<file path="src/rtl/alu_share_arb.sv">
// Two-requester round-robin front end for one shared external combinational ALU.
// Optional performance counters are built only when ALU_ARB_PERF_EN is defined.
module alu_share_arb #(
  parameter int DW    = 32,
  parameter int OPW   = 3,
  parameter int CNT_W = 16
) (
  input  logic             clk,
  input  logic             rst_n,
  input  logic             req0_valid,
  output logic             req0_ready,
  input  logic [DW-1:0]    req0_a,
  input  logic [DW-1:0]    req0_b,
  input  logic [OPW-1:0]   req0_op,
  input  logic             req1_valid,
  output logic             req1_ready,
  input  logic [DW-1:0]    req1_a,
  input  logic [DW-1:0]    req1_b,
  input  logic [OPW-1:0]   req1_op,
  output logic [DW-1:0]    alu_num1,
  output logic [DW-1:0]    alu_num2,
  output logic [OPW-1:0]   alu_op,
  input  logic [DW-1:0]    alu_result,
  output logic             rsp0_valid,
  input  logic             rsp0_ready,
  output logic [DW-1:0]    rsp0_result,
  output logic             rsp1_valid,
  input  logic             rsp1_ready,
  output logic [DW-1:0]    rsp1_result,
  output logic [CNT_W-1:0] perf_acc0,
  output logic [CNT_W-1:0] perf_acc1,
  output logic [CNT_W-1:0] perf_stall
);

  logic           s1_valid_q, s1_valid_d;
  logic           s1_id_q, s1_id_d;
  logic [DW-1:0]  num1_q, num1_d, num2_q, num2_d;
  logic [OPW-1:0] op_q, op_d;
  logic           last_q, last_d;  // id granted most recently
  logic           rsp0_valid_q, rsp0_valid_d, rsp1_valid_q, rsp1_valid_d;
  logic [DW-1:0]  rsp0_result_q, rsp0_result_d, rsp1_result_q, rsp1_result_d;

  logic grant0, grant1, rsp_free, advance, room, acc0, acc1;

  always_comb begin
    grant0   = req0_valid & (~req1_valid | last_q);
    grant1   = req1_valid & (~req0_valid | ~last_q);
    rsp_free = s1_id_q ? (~rsp1_valid_q | rsp1_ready) : (~rsp0_valid_q | rsp0_ready);
    advance  = s1_valid_q & rsp_free;
    room     = ~s1_valid_q | advance;
    // Ready is forced low while reset is held so nothing looks accepted.
    req0_ready = rst_n & grant0 & room;
    req1_ready = rst_n & grant1 & room;
    acc0     = req0_valid & req0_ready;
    acc1     = req1_valid & req1_ready;

    s1_valid_d    = s1_valid_q;
    s1_id_d       = s1_id_q;
    num1_d        = num1_q;
    num2_d        = num2_q;
    op_d          = op_q;
    last_d        = last_q;
    rsp0_valid_d  = rsp0_valid_q;
    rsp1_valid_d  = rsp1_valid_q;
    rsp0_result_d = rsp0_result_q;
    rsp1_result_d = rsp1_result_q;

    if (rsp0_ready) rsp0_valid_d = 1'b0;
    if (rsp1_ready) rsp1_valid_d = 1'b0;
    if (advance) begin
      s1_valid_d = 1'b0;
      if (s1_id_q) begin
        rsp1_valid_d  = 1'b1;
        rsp1_result_d = alu_result;
      end else begin
        rsp0_valid_d  = 1'b1;
        rsp0_result_d = alu_result;
      end
    end

    if (acc0) begin
      s1_valid_d = 1'b1;
      s1_id_d    = 1'b0;
      num1_d     = req0_a;
      num2_d     = req0_b;
      op_d       = req0_op;
      last_d     = 1'b0;
    end else if (acc1) begin
      s1_valid_d = 1'b1;
      s1_id_d    = 1'b1;
      num1_d     = req1_a;
      num2_d     = req1_b;
      op_d       = req1_op;
      last_d     = 1'b1;
    end
  end

  always_ff @(posedge clk or negedge rst_n) begin
    if (!rst_n) begin
      s1_valid_q    <= 1'b0;
      s1_id_q       <= 1'b0;
      num1_q        <= '0;
      num2_q        <= '0;
      op_q          <= '0;
      last_q        <= 1'b1;
      rsp0_valid_q  <= 1'b0;
      rsp1_valid_q  <= 1'b0;
      rsp0_result_q <= '0;
      rsp1_result_q <= '0;
    end else begin
      s1_valid_q    <= s1_valid_d;
      s1_id_q       <= s1_id_d;
      num1_q        <= num1_d;
      num2_q        <= num2_d;
      op_q          <= op_d;
      last_q        <= last_d;
      rsp0_valid_q  <= rsp0_valid_d;
      rsp1_valid_q  <= rsp1_valid_d;
      rsp0_result_q <= rsp0_result_d;
      rsp1_result_q <= rsp1_result_d;
    end
  end

  assign alu_num1    = num1_q;
  assign alu_num2    = num2_q;
  assign alu_op      = op_q;
  assign rsp0_valid  = rsp0_valid_q;
  assign rsp1_valid  = rsp1_valid_q;
  assign rsp0_result = rsp0_result_q;
  assign rsp1_result = rsp1_result_q;

`ifdef ALU_ARB_PERF_EN
  logic [CNT_W-1:0] acc0_cnt_q, acc0_cnt_d, acc1_cnt_q, acc1_cnt_d, stall_cnt_q, stall_cnt_d;

  always_comb begin
    acc0_cnt_d  = acc0_cnt_q;
    acc1_cnt_d  = acc1_cnt_q;
    stall_cnt_d = stall_cnt_q;
    if (acc0 && acc0_cnt_q != '1) acc0_cnt_d = acc0_cnt_q + CNT_W'(1);
    if (acc1 && acc1_cnt_q != '1) acc1_cnt_d = acc1_cnt_q + CNT_W'(1);
    if ((req0_valid | req1_valid) && !(acc0 | acc1) && stall_cnt_q != '1)
      stall_cnt_d = stall_cnt_q + CNT_W'(1);
  end

  always_ff @(posedge clk or negedge rst_n) begin
    if (!rst_n) begin
      acc0_cnt_q  <= '0;
      acc1_cnt_q  <= '0;
      stall_cnt_q <= '0;
    end else begin
      acc0_cnt_q  <= acc0_cnt_d;
      acc1_cnt_q  <= acc1_cnt_d;
      stall_cnt_q <= stall_cnt_d;
    end
  end

  assign perf_acc0  = acc0_cnt_q;
  assign perf_acc1  = acc1_cnt_q;
  assign perf_stall = stall_cnt_q;
`else
  assign perf_acc0  = '0;
  assign perf_acc1  = '0;
  assign perf_stall = '0;
`endif

endmodule

</file>
<file path="config.mk">
export PLATFORM = sky130hd
export DESIGN_NAME = alu_share_arb
export DESIGN_NICKNAME = d
export VERILOG_FILES = /design/src/rtl/alu_share_arb.sv
export SDC_FILE = /design/constraint.sdc
export NUM_CORES = 1
export LEC_CHECK = 0
export BUFFER_PORTS_ARGS = -buffer_cell sky130_fd_sc_hd__buf_2
export CORE_AREA = 4 4 136 138
export CTS_BUF_LIST = sky130_fd_sc_hd__clkbuf_8
export DETAILED_ROUTE_END_ITERATION = 10
export DIE_AREA = 0 0 140 142
export PLACE_DENSITY = 0.65
export SLEW_MARGIN = 0
export SYNTH_ARGS = -nofsm -noshare
export SYNTH_HDL_FRONTEND = slang
export SYNTH_SLANG_ARGS = --single-unit
</file>
<file path="constraint.sdc">
create_clock -name clk -period 1.8 [get_ports clk]
set_input_delay 0.18 -clock clk [delete_from_list [all_inputs] [get_ports clk]]
set_output_delay 0.18 -clock clk [all_outputs]
set_load 0.01 [all_outputs]
</file>
======== Yosys cells after proc, flatten, opt, wreduce, memory -nomap -nowiden ========
Index checks and enable logic that the tools add are counted.
word-level totals
  register bits ........................... 136
  memories ................................ 0
  memory bits (read-only) ................. 0
  bits in latches ......................... 0
  bits of input ports ..................... 172
  output and inout bits ................... 183
  bits in writable memories ............... 0
  logic and storage cells ................. 53
operators by class
  equal/unequal tests ..................... 0
  mux-type cells .......................... 18
  shift-type cells ........................ 0
  $lt $le $gt $ge ......................... 0
  reductions and logical operators ........ 4
  bitwise logic cells ..................... 21
  multipliers ............................. 0
  add/sub/neg operators ................... 0
  div/mod/pow operators ................... 0
operator list
  operator             count
  32-bit two-way mux   4
  1-bit two-way mux    12
  1-bit bitwise AND    9
  1-bit NOT            7
  3-bit two-way mux    2
  1-bit bitwise OR     5
  2-bit AND reduction  2
  3-bit nonzero test   1
  2-bit nonzero test   1

======== Logic depth before layout (Yosys ltp) ========
Gate-level depths: netlist of run 1.
  word-level depth ........................ 9
  depth in mapped cells ................... 6
  depth with buffers taken out ............ 4

======== Least setup slack after synthesis of run 1 ========
OpenSTA, ideal clock, no wires.
  path kind ............................... register to register
  start ................................... register rsp1_valid_q (netlist: rsp1_valid)
  end ..................................... register num2_q[17] (netlist: alu_num2[17])
  clock period less this slack ............ 1.611 ns
  slack ................................... 0.189 ns
  buffers on the path ..................... 2
  setup time .............................. 0.123 ns
  stages on the path, launching flop included .. 7
  data required time ...................... 1.677 ns
  arrival ................................. 1.488 ns
  cell sequence ........................... dfrtp_1 -> and4b_1 -> nor2_4 -> o2111ai_2 -> buf_6 -> buf_6 -> o221a_1
between the ends
  longest elaborated chain between the ends .. 8
  elaborated cells on any way between the ends .. 11
  those cells by class .................... mux: 2; bitwise: 8; reduce/logical: 1
RTL lines
  what                                                             RTL line  RTL
  from (decl)                                                      40        logic rsp0_valid_q, rsp0_valid_d, rsp1_valid_q, rsp1_valid_d;
  from (signal assigned)                                           118       rsp1_valid_q <= rsp1_valid_d;
  1-bit NOT *                                                      48        rsp_free = s1_id_q ? (~rsp1_valid_q | rsp1_ready) : (~rsp0_valid_q | rsp0_ready);
  1-bit bitwise OR *                                               48
  1-bit two-way mux *                                              48
  1-bit bitwise AND *                                              49        advance = s1_valid_q & rsp_free;
  1-bit bitwise OR *                                               50        room = ~s1_valid_q | advance;
  1-bit bitwise AND (on tied branches)                             52, 53
  1-bit bitwise AND (on tied branches)                             54, 55
  32-bit two-way mux / 2-bit nonzero test (equally long branches)  n/a
  to (signal assigned)                                             114       num2_q <= num2_d;
  to (decl)                                                        37        logic [DW-1:0] num1_q, num1_d, num2_q, num2_d;
Every way passes the cells marked *; elsewhere a longest branch is shown, timed or not.
A chain may end at the register's enable or synchronous reset.

======== Worst setup path after layout of run 1 ========
  start ................................... register s1_valid_q
  end ..................................... output port req1_ready
between the ends
  longest elaborated chain between the ends .. 3
  elaborated cells on any way between the ends .. 4
  those cells by class .................... bitwise: 4
RTL lines
  what                                                   RTL line  RTL
  from (decl)                                            35        logic s1_valid_q, s1_valid_d;
  from (signal assigned)                                 111       s1_valid_q <= s1_valid_d;
  1-bit bitwise AND / 1-bit NOT (equally long branches)  49, 50
  1-bit bitwise OR *                                     50
  1-bit bitwise AND *                                    53        req1_ready = rst_n & grant1 & room;
  to (decl)                                              16        output logic req1_ready,
Marks and branches as above.

==> flow_metrics.py, run 1 <==
metrics = {
    "drt": {
        "drt_pass1_iterations": 5,
        "detail_route.drc_violations": 0,
        "detail_route.wl_per_cell_um": 18.7,
        "drt_iter0_drc": 141,
        "postRouteWirelength_mm": 20.6,
        "num_vias": 5146,
        "avgViaCountPerCell": 4.67,
        "detail-route-antenna-nets": 0,
    },
    "clock_network": {
        "cts_tree": "done",
        "clock_insertion_delay_at_the_later_pin_of_the_skew_report_ps": 440,
        "numCtsBuffers": 17,
        "clock-sinks": 136,
        "clk_root_buffer_cell": "sky130_fd_sc_hd__clkbuf_8",
        "clock_path_buffers": 2,
        "path_clk_slew_ps": 90,
        "h_tree_lvls": 4,
    },
    "global_routing": {
        "grt_util_met2_pct": 30.9,
        "groute.layer.met3.usage_pct": 4.97,
        "via_count_of_the_first_global_routing_pass": 5296,
        "gr-usage-met1_pct": 24.1,
        "grt_pass1_wl_mm": 29.1,
        "busiest_layer": "met2",
        "number_of_antenna_violations_at_the_first_check_in_global_routing": 0,
        "grt_remaining_overflow": 0,
        "largest_net_degree_at_the_start_of_global_routing": 120,
        "track_usage_pct": 18.7,
    },
    "timing": {
        "final.setup_skew_ps": 12.3,
        "final.setup.worst_slack_ps": -105,
        "final-setup-viol-count": 61,
        "timing.fmax_mhz": 525,
        "final-hold-violation-count": 0,
        "rsz0062_at_grt": "yes",
        "period_share_pct": 106,
        "slew_viol_final": 0,
        "timing.max_slew.rel_slack_pct": 54.9,
        "worstMarginPinSlew_ps": 674,
        "setup-tns-final_ps": -3270,
        "post-route-min-period_ps": 1910,
    },
    "outcome": {
        "violations_in_the_final_reports": "setup timing",
        "outcome": "complete, but fails checks",
    },
    "place": {
        "placement.cell_area_um2": 7670,
        "place.gp.congestion": 0.777,
        "numPortBuffers": 306,
        "dpl.cell_count": 948,
        "hpwlAfterDp_mm": 12.2,
        "placement.setup.worst_slack_ps": 49.6,
    },
    "worst_setup_path": {
        "rr_startpoint": "s1_valid_q",
        "ff2ff_setup_slack_ps": -90,
        "critical_path_arrival_ps": 1730,
        "capturing_element_of_the_worst_setup_path": "req1_ready",
        "setup.worst_path.start": "s1_valid_q",
        "worst_r2r_endpoint": "alu_num2[28]",
        "timing.reg2reg.worst_path_depth": 7,
        "crit_path_max_fanout": 4,
        "setup.worst_path.class": "register to primary output",
        "crit_path_end_kind": "primary output",
        "cp_data_required_time_ps": 1620,
        "startpoint_type_of_the_worst_setup_path": "register",
    },
    "cells_and_area": {
        "most_common_library_cell_in_the_layout_ignoring_fill_and_taps": "sky130_fd_sc_hd__buf_2",
        "area_growth_syn_to_layout_pct": 62.3,
        "final_core_util_pct": 56.8,
        "fillerInstances": 1423,
        "post_layout_instance_area_um2": 9760,
        "final-instance-count-excl-fill": 1103,
        "most-common-layout-cells": "sky130_fd_sc_hd__buf_2, sky130_fd_sc_hd__dfrtp_1, sky130_fd_sc_hd__dlygate4sd3_1, sky130_fd_sc_hd__conb_1, sky130_fd_sc_hd__mux2_2",
        "final_layout_size_suffix_gt1_share_pct": 55.3,
        "finalNetCount": 1036,
    },
    "logic_synthesis": {
        "yosys_warnings": 0,
        "syn-instance-count": 436,
        "combinational_family_with_the_most_area_after_synthesis": "compound AO/OA/AOI/OAI gates",
        "synth.cell_area_um2": 6020,
        "synth_seq_area_share_pct": 56.6,
        "post_synth_num_cell_types": 26,
        "synth_simple_gate_area_share_pct": 9.19,
        "compound_cell_area_share_of_the_yosys_netlist_pct": 13.1,
        "synth-xor-area-share_pct": 0,
        "synth_seq_cells": 136,
        "synthesis.area_per_instance_um2": 13.8,
        "synthAdderAreaFrac_pct": 0,
        "portion_of_netlist_area_occupied_by_mux_cells_pct": 12.0,
    },
    "power": {
        "power.density_cell_area_nw_per_um2": 1150,
        "max-vdd-ir-drop_mv": 0.654,
        "power.static_leakage_uw": 0.00456,
    },
    "floorplanning": {
        "io-pin-count": 355,
        "die-height_um": 142,
        "core_area_um2": 17200,
        "row_count": 48,
        "initial_utilization_pct": 35.0,
        "floorplan.die.width_um": 140,
        "dieArea_um2": 19900,
    },
    "job": {
        "max_cap_violations": 0,
    },
    "hold_path": {
        "hp_class": "primary input to register",
    },
}
cells by family (layout without fill, tap and decap cells):
group	Yosys count	count (layout)
other	1	49
flip-flops	136	136
AO/OA/AOI/OAI	71	71
AND/OR/NAND/NOR	85	85
multiplexers	64	64
buffers and inverters	79	473
sequential cells by signal, indices dropped and copies added, names as in the netlist:
signal and flops:
last_q 1, alu_num2 32, alu_op 3, alu_num1 32
rsp1_valid 1, rsp0_result 32, s1_valid_q 1, rsp1_result 32
rsp0_valid 1, s1_id_q 1
power by group:
part / total, µW / switching (µW) / internal, µW
logic: 4130 / 1940 / 2190
registers: 4700 / 580 / 4120
clock network: 2430 / 1380 / 1050
per-layer routing:
layer | wire length (µm) | up-vias
met5 | 0 | -
met4 | 393 | 0
met3 | 1380 | 33
met2 | 10500 | 254
met1 | 8350 | 2498
li1 | - | 2361
critical path: stages (launching register included):
cell and delay, ps:
sky130_fd_sc_hd__dfrtp_1 420, sky130_fd_sc_hd__and4bb_4 260, sky130_fd_sc_hd__nor4b_4 350, sky130_fd_sc_hd__buf_12 160, sky130_fd_sc_hd__buf_6 90
metrics by stage:
stage / hold WS [ps] / power, µW
global placement: -12.8 / 8250
global route: 3.57 / 11900
CTS: 0.408 / 11100
floorplan: -116 / 6630
detailed placement: -13.7 / 8330
finish: 27.3 / 11300
worst min-delay path by stage:
stage	cells past startpoint	start	slack (ps)	end
floorplan	0	rst_n	-120	alu_num1[0]
global placement	1	rst_n	-10	alu_num1[18]
detailed placement	1	rst_n	-10	alu_num1[18]
CTS	2	req0_a[24]	0.4	alu_num1[24]
global route	2	req0_a[24]	4	alu_num1[24]
finish	2	req0_a[24]	30	alu_num1[24]
final cells by class:
class	count	area, µm²	share of cell area [%]
clock buffer	18	248	2.54
clock inverter	14	128	1.31
antenna	1	2.50	0.0256
timing repair buffer	439	3090	31.7
multi-input combinational	268	2590	26.6
sequential	136	3400	34.9
tap	225	282	2.88
inverter	2	12.5	0.128
cell usage after synthesis:
| cell type | count | area share, % |
|---|---|---|
| sky130_fd_sc_hd__dfrtp_1 | 135 | 56 |
| sky130_fd_sc_hd__nand2b_1 | 70 | 7.3 |
| sky130_fd_sc_hd__buf_4 | 52 | 6.5 |
| sky130_fd_sc_hd__mux2_2 | 47 | 8.8 |
| sky130_fd_sc_hd__o221a_1 | 38 | 7.1 |
| sky130_fd_sc_hd__o221a_2 | 29 | 5.4 |
| sky130_fd_sc_hd__buf_2 | 17 | 1.4 |
| sky130_fd_sc_hd__mux2_1 | 17 | 3.2 |
| sky130_fd_sc_hd__nand2_1 | 7 | 0.44 |
| sky130_fd_sc_hd__buf_6 | 4 | 0.75 |
| sky130_fd_sc_hd__clkbuf_1 | 4 | 0.25 |
| sky130_fd_sc_hd__nor2b_1 | 2 | 0.21 |
| sky130_fd_sc_hd__and4b_1 | 1 | 0.17 |
| sky130_fd_sc_hd__and4bb_4 | 1 | 0.27 |
| sky130_fd_sc_hd__conb_1 | 1 | 0.062 |
| sky130_fd_sc_hd__dfstp_2 | 1 | 0.44 |
| sky130_fd_sc_hd__inv_1 | 1 | 0.062 |
| sky130_fd_sc_hd__inv_2 | 1 | 0.062 |
| sky130_fd_sc_hd__nor2_4 | 1 | 0.19 |
| sky130_fd_sc_hd__nor3_1 | 1 | 0.083 |
| sky130_fd_sc_hd__nor3_2 | 1 | 0.17 |
| sky130_fd_sc_hd__nor4b_4 | 1 | 0.40 |
| sky130_fd_sc_hd__o2111ai_2 | 1 | 0.25 |
| sky130_fd_sc_hd__o21a_1 | 1 | 0.12 |
| sky130_fd_sc_hd__o21ai_0 | 1 | 0.083 |
| sky130_fd_sc_hd__o22a_1 | 1 | 0.15 |
what timing repair did:
item / CTS / global route
endpoints found under the hold margin: 265 / 0
hold buffers: 99 / 0
pin swaps: 4 / 4
buffers inserted: 7 / 5
gates resized for setup: 9 / 51
gates cloned: 4 / 7
setup endpoints to repair: 2 / 69
Note: power is estimated with default switching activity, not from simulation.
==> run 2, diff against run 1 <==
==> constraint.sdc (replaced) <==
create_clock -name clk -period 1.9 [get_ports clk]
set_input_delay 0.19 -clock clk [delete_from_list [all_inputs] [get_ports clk]]
set_output_delay 0.19 -clock clk [all_outputs]
set_load 0.01 [all_outputs]
==> flow_metrics.py, run 2 (synthesis gave the netlist of run 1 again) <==
metrics = {
    "outcome": {
        "outcome": "complete, but fails checks",
        "violations_in_the_final_reports": "setup timing",
    },
    "worst_setup_path": {
        "cp_data_required_time_ps": 1710,
        "ff2ff_setup_slack_ps": 70,
        "setup.worst_path.class": "register to primary output",
        "crit_path_end_kind": "primary output",
        "critical_path_arrival_ps": 1720,
        "crit_path_max_fanout": 4,
        "startpoint_type_of_the_worst_setup_path": "register",
    },
    "global_routing": {
        "via_count_of_the_first_global_routing_pass": 4997,
        "gr-usage-met1_pct": 22.0,
        "grt_remaining_overflow": 0,
        "number_of_antenna_violations_at_the_first_check_in_global_routing": 0,
        "largest_net_degree_at_the_start_of_global_routing": 132,
        "groute.layer.met3.usage_pct": 4.60,
        "busiest_layer": "met2",
        "grt_util_met2_pct": 29.9,
        "grt_pass1_wl_mm": 27.4,
        "track_usage_pct": 17.7,
    },
    "timing": {
        "final.setup_skew_ps": 14.0,
        "final.setup.worst_slack_ps": -5.66,
        "setup-tns-final_ps": -5.66,
        "worstMarginPinSlew_ps": 802,
        "rsz0062_at_grt": "yes",
        "final-hold-violation-count": 0,
        "timing.fmax_mhz": 525,
        "post-route-min-period_ps": 1910,
        "timing.max_slew.rel_slack_pct": 46.6,
        "hold-worst-slack_ps": 33.9,
        "period_share_pct": 100,
        "slew_viol_final": 0,
        "final-setup-viol-count": 1,
    },
    "floorplanning": {
        "core_area_um2": 17200,
        "floorplan.die.width_um": 140,
        "initial_utilization_pct": 35.0,
        "die-height_um": 142,
        "dieArea_um2": 19900,
        "row_count": 48,
        "io-pin-count": 355,
    },
    "clock_network": {
        "clock_path_buffers": 2,
        "cts_tree": "done",
        "h_tree_lvls": 4,
        "clk_root_buffer_cell": "sky130_fd_sc_hd__clkbuf_8",
        "numCtsBuffers": 17,
        "clock_insertion_delay_at_the_later_pin_of_the_skew_report_ps": 440,
        "path_clk_slew_ps": 90,
        "clock-sinks": 136,
    },
    "power": {
        "power.density_cell_area_nw_per_um2": 1170,
        "finalPower_uw": 10400,
        "power.static_leakage_uw": 0.00417,
        "max-vdd-ir-drop_mv": 0.595,
    },
    "cells_and_area": {
        "antenna-diode-count": 0,
        "final-instance-count-excl-fill": 1055,
        "final_layout_size_suffix_gt1_share_pct": 54.3,
        "area_growth_syn_to_layout_pct": 48.9,
        "most_common_library_cell_in_the_layout_ignoring_fill_and_taps": "sky130_fd_sc_hd__buf_2",
        "finalNetCount": 989,
        "most-common-layout-cells": "sky130_fd_sc_hd__buf_2, sky130_fd_sc_hd__dfrtp_1, sky130_fd_sc_hd__nand2b_1, sky130_fd_sc_hd__dlygate4sd3_1, sky130_fd_sc_hd__conb_1",
    },
    "drt": {
        "postRouteWirelength_mm": 18.5,
        "drt_pass1_iterations": 4,
        "avgViaCountPerCell": 4.58,
        "detail_route.drc_violations": 0,
        "drt_iter0_drc": 130,
        "detail-route-antenna-nets": 0,
        "detail_route.wl_per_cell_um": 17.5,
        "num_vias": 4829,
    },
    "place": {
        "numPortBuffers": 306,
        "dpl.cell_count": 946,
        "place.gp.congestion": 0.785,
        "hpwlAfterDp_mm": 12.0,
    },
    "hold_path": {
        "hp_class": "primary input to register",
    },
    "job": {
        "max_cap_violations": 0,
    },
}
[run 2: cell count changes in the layout (fill, tap and decap cells not counted), moves of 2 or more]
cell and change:
sky130_fd_sc_hd__dlygate4sd3_1 -40, sky130_fd_sc_hd__nand2b_1 +27, sky130_fd_sc_hd__nand2b_4 -27, sky130_fd_sc_hd__o221a_2 +13, sky130_fd_sc_hd__o221a_4 -13, sky130_fd_sc_hd__buf_4 -3, sky130_fd_sc_hd__clkbuf_16 -3, sky130_fd_sc_hd__buf_6 -2
sky130_fd_sc_hd__clkinv_2 +2
[run 2: what timing repair did]
action	CTS	global route
hold endpoints to repair	213	2
gates resized for setup	4	9
pin swaps	4	1
cloned	4	2
hold buffers	58	1
setup buffers	8	4
endpoints found under the setup margin	2	48
[run 2: worst paths after layout]
path                                 startpoint               to  cells past startpoint
worst max register to register       s1_valid_q        alu_op[0]                      6
worst min register to register  rsp1_result[21]  rsp1_result[21]                      1
min in group asynchronous                 rst_n       rsp0_valid                      2
worst min-delay path                 req0_b[19]     alu_num2[19]                      2
max in group asynchronous                 rst_n  rsp1_result[23]                      3
worst max-delay path                 s1_valid_q       req0_ready                      6
[run 2: layer usage]
layer  wire length, µm  vias up
met5                 0        -
met4               395        0
met3              1210       26
met2              9090      221
met1              7780     2325
li1                  -     2257
[run 2: metrics by stage]
stage	utilization (%)	instance area, µm²	worst slack [ps]
finish	52.2	8960	-5.66
global placement	44.7	7680	168
detailed placement	44.7	7680	140
CTS	51.5	8840	-69.8
global route	52.2	8960	-108
floorplan	-	6190	289
[run 2: power breakdown]
part | total (µW) | internal [µW] | leakage, µW | switching, µW
sequential | 4430 | 3900 | 0.00154 | 526
combinational | 3650 | 1910 | 0.00243 | 1730
clock | 2360 | 1090 | 0.000199 | 1270
[run 2: worst max-delay path, cell delays in order (launching register included)]
cell	delay, ps
sky130_fd_sc_hd__dfrtp_1	410
sky130_fd_sc_hd__and4b_2	300
sky130_fd_sc_hd__nor2_4	150
sky130_fd_sc_hd__o2111ai_4	130
sky130_fd_sc_hd__buf_12	160
sky130_fd_sc_hd__clkinv_4	30
sky130_fd_sc_hd__buf_6	80
[run 2: final cells by class]
cell class,count,area (µm²)
inverters,2,12.5
repair buffers,392,2590
clock inverters,15,156
clock buffers,17,234
flip-flops and latches,136,3400
fillers,1523,8220
multi-input cells,268,2280
well taps,225,282
==> run 3, diff against run 2 <==
--- a/config.mk
+++ b/config.mk
@@ -5,12 +5,13 @@
 export SDC_FILE = /design/constraint.sdc
 export NUM_CORES = 1
 export LEC_CHECK = 0
+export ABC_AREA = 1
 export BUFFER_PORTS_ARGS = -buffer_cell sky130_fd_sc_hd__buf_2
-export CORE_AREA = 4 4 136 138
+export CORE_MARGIN = 4
+export CORE_UTILIZATION = 40
 export CTS_BUF_LIST = sky130_fd_sc_hd__clkbuf_8
 export DETAILED_ROUTE_END_ITERATION = 10
-export DIE_AREA = 0 0 140 142
-export PLACE_DENSITY = 0.65
+export PLACE_DENSITY = 0.71
 export SLEW_MARGIN = 0
 export SYNTH_ARGS = -nofsm -noshare
 export SYNTH_HDL_FRONTEND = slang
==> flow_metrics.py, run 3 <==
metrics = {
    "outcome": {
        "outcome": "completed",
    },
    "drt": {
        "drt_pass1_iterations": 4,
        "postRouteWirelength_mm": 19.5,
        "avgViaCountPerCell": 4.45,
        "detail_route.wl_per_cell_um": 13.6,
        "detail-route-antenna-nets": 0,
        "detail_route.drc_violations": 0,
        "drt_iter0_drc": 216,
        "num_vias": 6371,
    },
    "timing": {
        "period_share_pct": 92.3,
        "final-setup-viol-count": 0,
        "setup-tns-final_ps": 0,
        "timing.fmax_mhz": 570,
        "final.setup_skew_ps": 11.2,
        "worstMarginPinSlew_ps": 601,
        "final-hold-violation-count": 0,
        "slew_viol_final": 0,
        "rsz0062_at_grt": "no",
        "timing.max_slew.rel_slack_pct": 59.9,
        "post-route-min-period_ps": 1750,
        "final.setup.worst_slack_ps": 146,
    },
    "power": {
        "share_comb_of_total_power_pct": 42.2,
        "max-vdd-ir-drop_mv": 0.608,
        "cellInternalPower_uw": 7630,
        "power.share.clock_pct": 18.4,
        "power.share.switching_pct": 40.9,
        "power.static_leakage_uw": 0.00560,
        "power.density_cell_area_nw_per_um2": 1440,
        "power.net_switching_uw": 5270,
        "power.sequential.fraction_pct": 39.4,
    },
    "place": {
        "place.gp.congestion": 0.782,
        "hpwlAfterDp_mm": 13.9,
        "numPortBuffers": 306,
        "placement.setup.worst_slack_ps": 235,
    },
    "logic_synthesis": {
        "yosysTopAreaCell": "sky130_fd_sc_hd__dfrtp_1",
        "synth_seq_area_share_pct": 50.5,
        "synth-edff-count": 0,
        "ys_top_cells_by_area": "sky130_fd_sc_hd__dfrtp_1, sky130_fd_sc_hd__nand2_1, sky130_fd_sc_hd__nand3_1",
        "ys_async_sr_fraction_pct": 100,
        "synth.cell_area_um2": 6740,
        "yosysMostFrequentCell": "sky130_fd_sc_hd__nand2_1",
        "synth_top_flop_cell": "sky130_fd_sc_hd__dfrtp_1",
        "synth_seq_cells": 136,
        "syn-instance-count": 889,
        "synthesis.area_per_instance_um2": 7.58,
        "yosys_warnings": 0,
        "yosys-top-cells-count": "sky130_fd_sc_hd__nand2_1, sky130_fd_sc_hd__inv_1, sky130_fd_sc_hd__nand3_1",
        "post_synth_num_cell_types": 17,
        "yosysTopAreaCellShare_pct": 50.1,
    },
    "global_routing": {
        "number_of_antenna_violations_at_the_first_check_in_global_routing": 3,
        "grt_remaining_overflow": 0,
        "grt_pass1_wl_mm": 29.8,
        "largest_net_degree_at_the_start_of_global_routing": 117,
        "track_usage_pct": 20.1,
        "via_count_of_the_first_global_routing_pass": 5941,
    },
    "worst_setup_path": {
        "critical_path_arrival_ps": 1560,
        "setup.worst_path.start": "rsp1_valid",
        "rr_startpoint": "rsp1_valid",
        "setup.worst_path.class": "register to primary output",
        "ff2ff_setup_slack_ps": 180,
        "crit_path_max_fanout": 4,
        "worst_path_most_repeated_cell": "sky130_fd_sc_hd__nand2_1",
        "worst_r2r_endpoint": "alu_num1[17]",
        "critical-path-top-delay-family": "simple AND/OR/NAND/NOR gates",
        "slowest_delay_ps": 370,
        "critical_path_buf_inv_count": 3,
        "critical-path-slowest-cell": "sky130_fd_sc_hd__dfrtp_1",
        "crit_path_end_kind": "primary output",
        "startpoint_type_of_the_worst_setup_path": "register",
        "chain_of_cells_forming_the_critical_path": "nand2_1 -> nand2_1 -> nand3_4 -> nand2_4 -> buf_12 -> inv_2 -> buf_2",
        "cp_data_required_time_ps": 1710,
        "timing.reg2reg.worst_path_depth": 9,
    },
    "cells_and_area": {
        "finalNetCount": 1372,
        "most_common_library_cell_in_the_layout_ignoring_fill_and_taps": "sky130_fd_sc_hd__buf_2",
        "area_growth_syn_to_layout_pct": 33.2,
        "fillerInstances": 1617,
        "most-common-layout-cells": "sky130_fd_sc_hd__buf_2, sky130_fd_sc_hd__nand2_1, sky130_fd_sc_hd__inv_1, sky130_fd_sc_hd__dfrtp_1, sky130_fd_sc_hd__nand3_1",
        "final_layout_size_suffix_gt1_share_pct": 30.4,
        "antenna-diode-count": 0,
    },
    "floorplanning": {
        "core_area_um2": 16500,
        "floorplan.die.width_um": 138,
        "die-height_um": 138,
        "row_count": 47,
        "initial_utilization_pct": 40.8,
        "dieArea_um2": 19000,
        "io-pin-count": 355,
    },
    "hold_path": {
        "hp_class": "primary input to register",
        "hold-path-endpoint": "rsp0_result[27]",
        "timing.hold.worst_path_depth": 3,
        "hp-start": "alu_result[27]",
    },
    "clock_network": {
        "h_tree_lvls": 4,
        "clock-sinks": 136,
        "numCtsBuffers": 17,
        "clock_path_buffers": 2,
        "cts_tree": "done",
        "clk_root_buffer_cell": "sky130_fd_sc_hd__clkbuf_8",
        "clock_insertion_delay_at_the_later_pin_of_the_skew_report_ps": 430,
        "path_clk_slew_ps": 80,
    },
    "job": {
        "max_cap_violations": 0,
    },
}
==> run 3: layout make-up <==
type                    count  area [µm²]  area share [%]
clock buffers              18         248            2.76
well taps                 220         275            3.06
repair buffers            342        1960            21.9
multi-input cells         530        2300            25.6
clock inverters            13         145            1.62
flip-flops and latches    136        3400            37.9
inverters                 173         649            7.23
==> run 3: cell families (layout without fill, tap and decap cells) <==
logic type	count (synthesis)	in the layout	share of synthesized area (%)
simple gates	414	414	25.8
compound gates	68	68	5.10
flops	136	136	50.5
buf+inv	270	546	18.6
other cells	1	48	0.0556
==> run 3: power by group through the flow <==
stage	Sequential [µW]	Combinational, µW	Clock [µW]
floorplan	5700	2380	0
global placement	5110	5300	0
detailed placement	5080	5450	0
CTS	5070	5510	2470
global route	5260	6160	2600
finish	5090	5440	2370
==> run 3: stage by stage <==
stage          hold slack, ps  utilization [%]  instances  total power, µW  cell area, µm²
6_report                 44.1             54.4       1432            12900            8980
5_1_grt                  14.3             54.4       1432            14000            8980
4_1_cts                  1.25             54.2       1430            13100            8950
3_5_place_dp              206             50.5       1379            10500            8340
3_3_place_gp              206             50.5       1379            10400            8340
2_1_floorplan            -106                -        936             8080            6920
==> run 3: what timing repair did <==
| item | CTS | global route |
|---|---|---|
| endpoints found under the hold margin | 157 | 0 |
| gates cloned | 1 | 0 |
| setup endpoints to repair | 1 | 46 |
| hold buffers | 17 | 0 |
| gates resized for setup | 1 | 3 |
| pin swaps | 2 | 1 |
| buffers inserted | 2 | 2 |
==> run 3: how the worst max path moves through the flow <==
stage	slack, ps	cells after the start	to
after floorplan	400	9	alu_num2[16]
after global placement	310	11	alu_num2[19]
after detailed placement	240	11	alu_num2[19]
after CTS	8	7	req0_ready
after global routing	10	10	alu_num1[6]
final	150	7	req0_ready
==> run 3: tightest hold or removal path: stages <==
cell,delay (ps)
sky130_fd_sc_hd__buf_2,90
sky130_fd_sc_hd__inv_1,60
sky130_fd_sc_hd__o21ai_0,80
==> run 3: metal layers <==
layer  global-route usage, %  wire length (µm)  up-vias
met4                    6.04               249        6
met3                    5.44              1700       25
met5                       0                28        -
met2                    34.1              9420      244
li1                        -                 -     3205
met1                    25.3              8140     2891
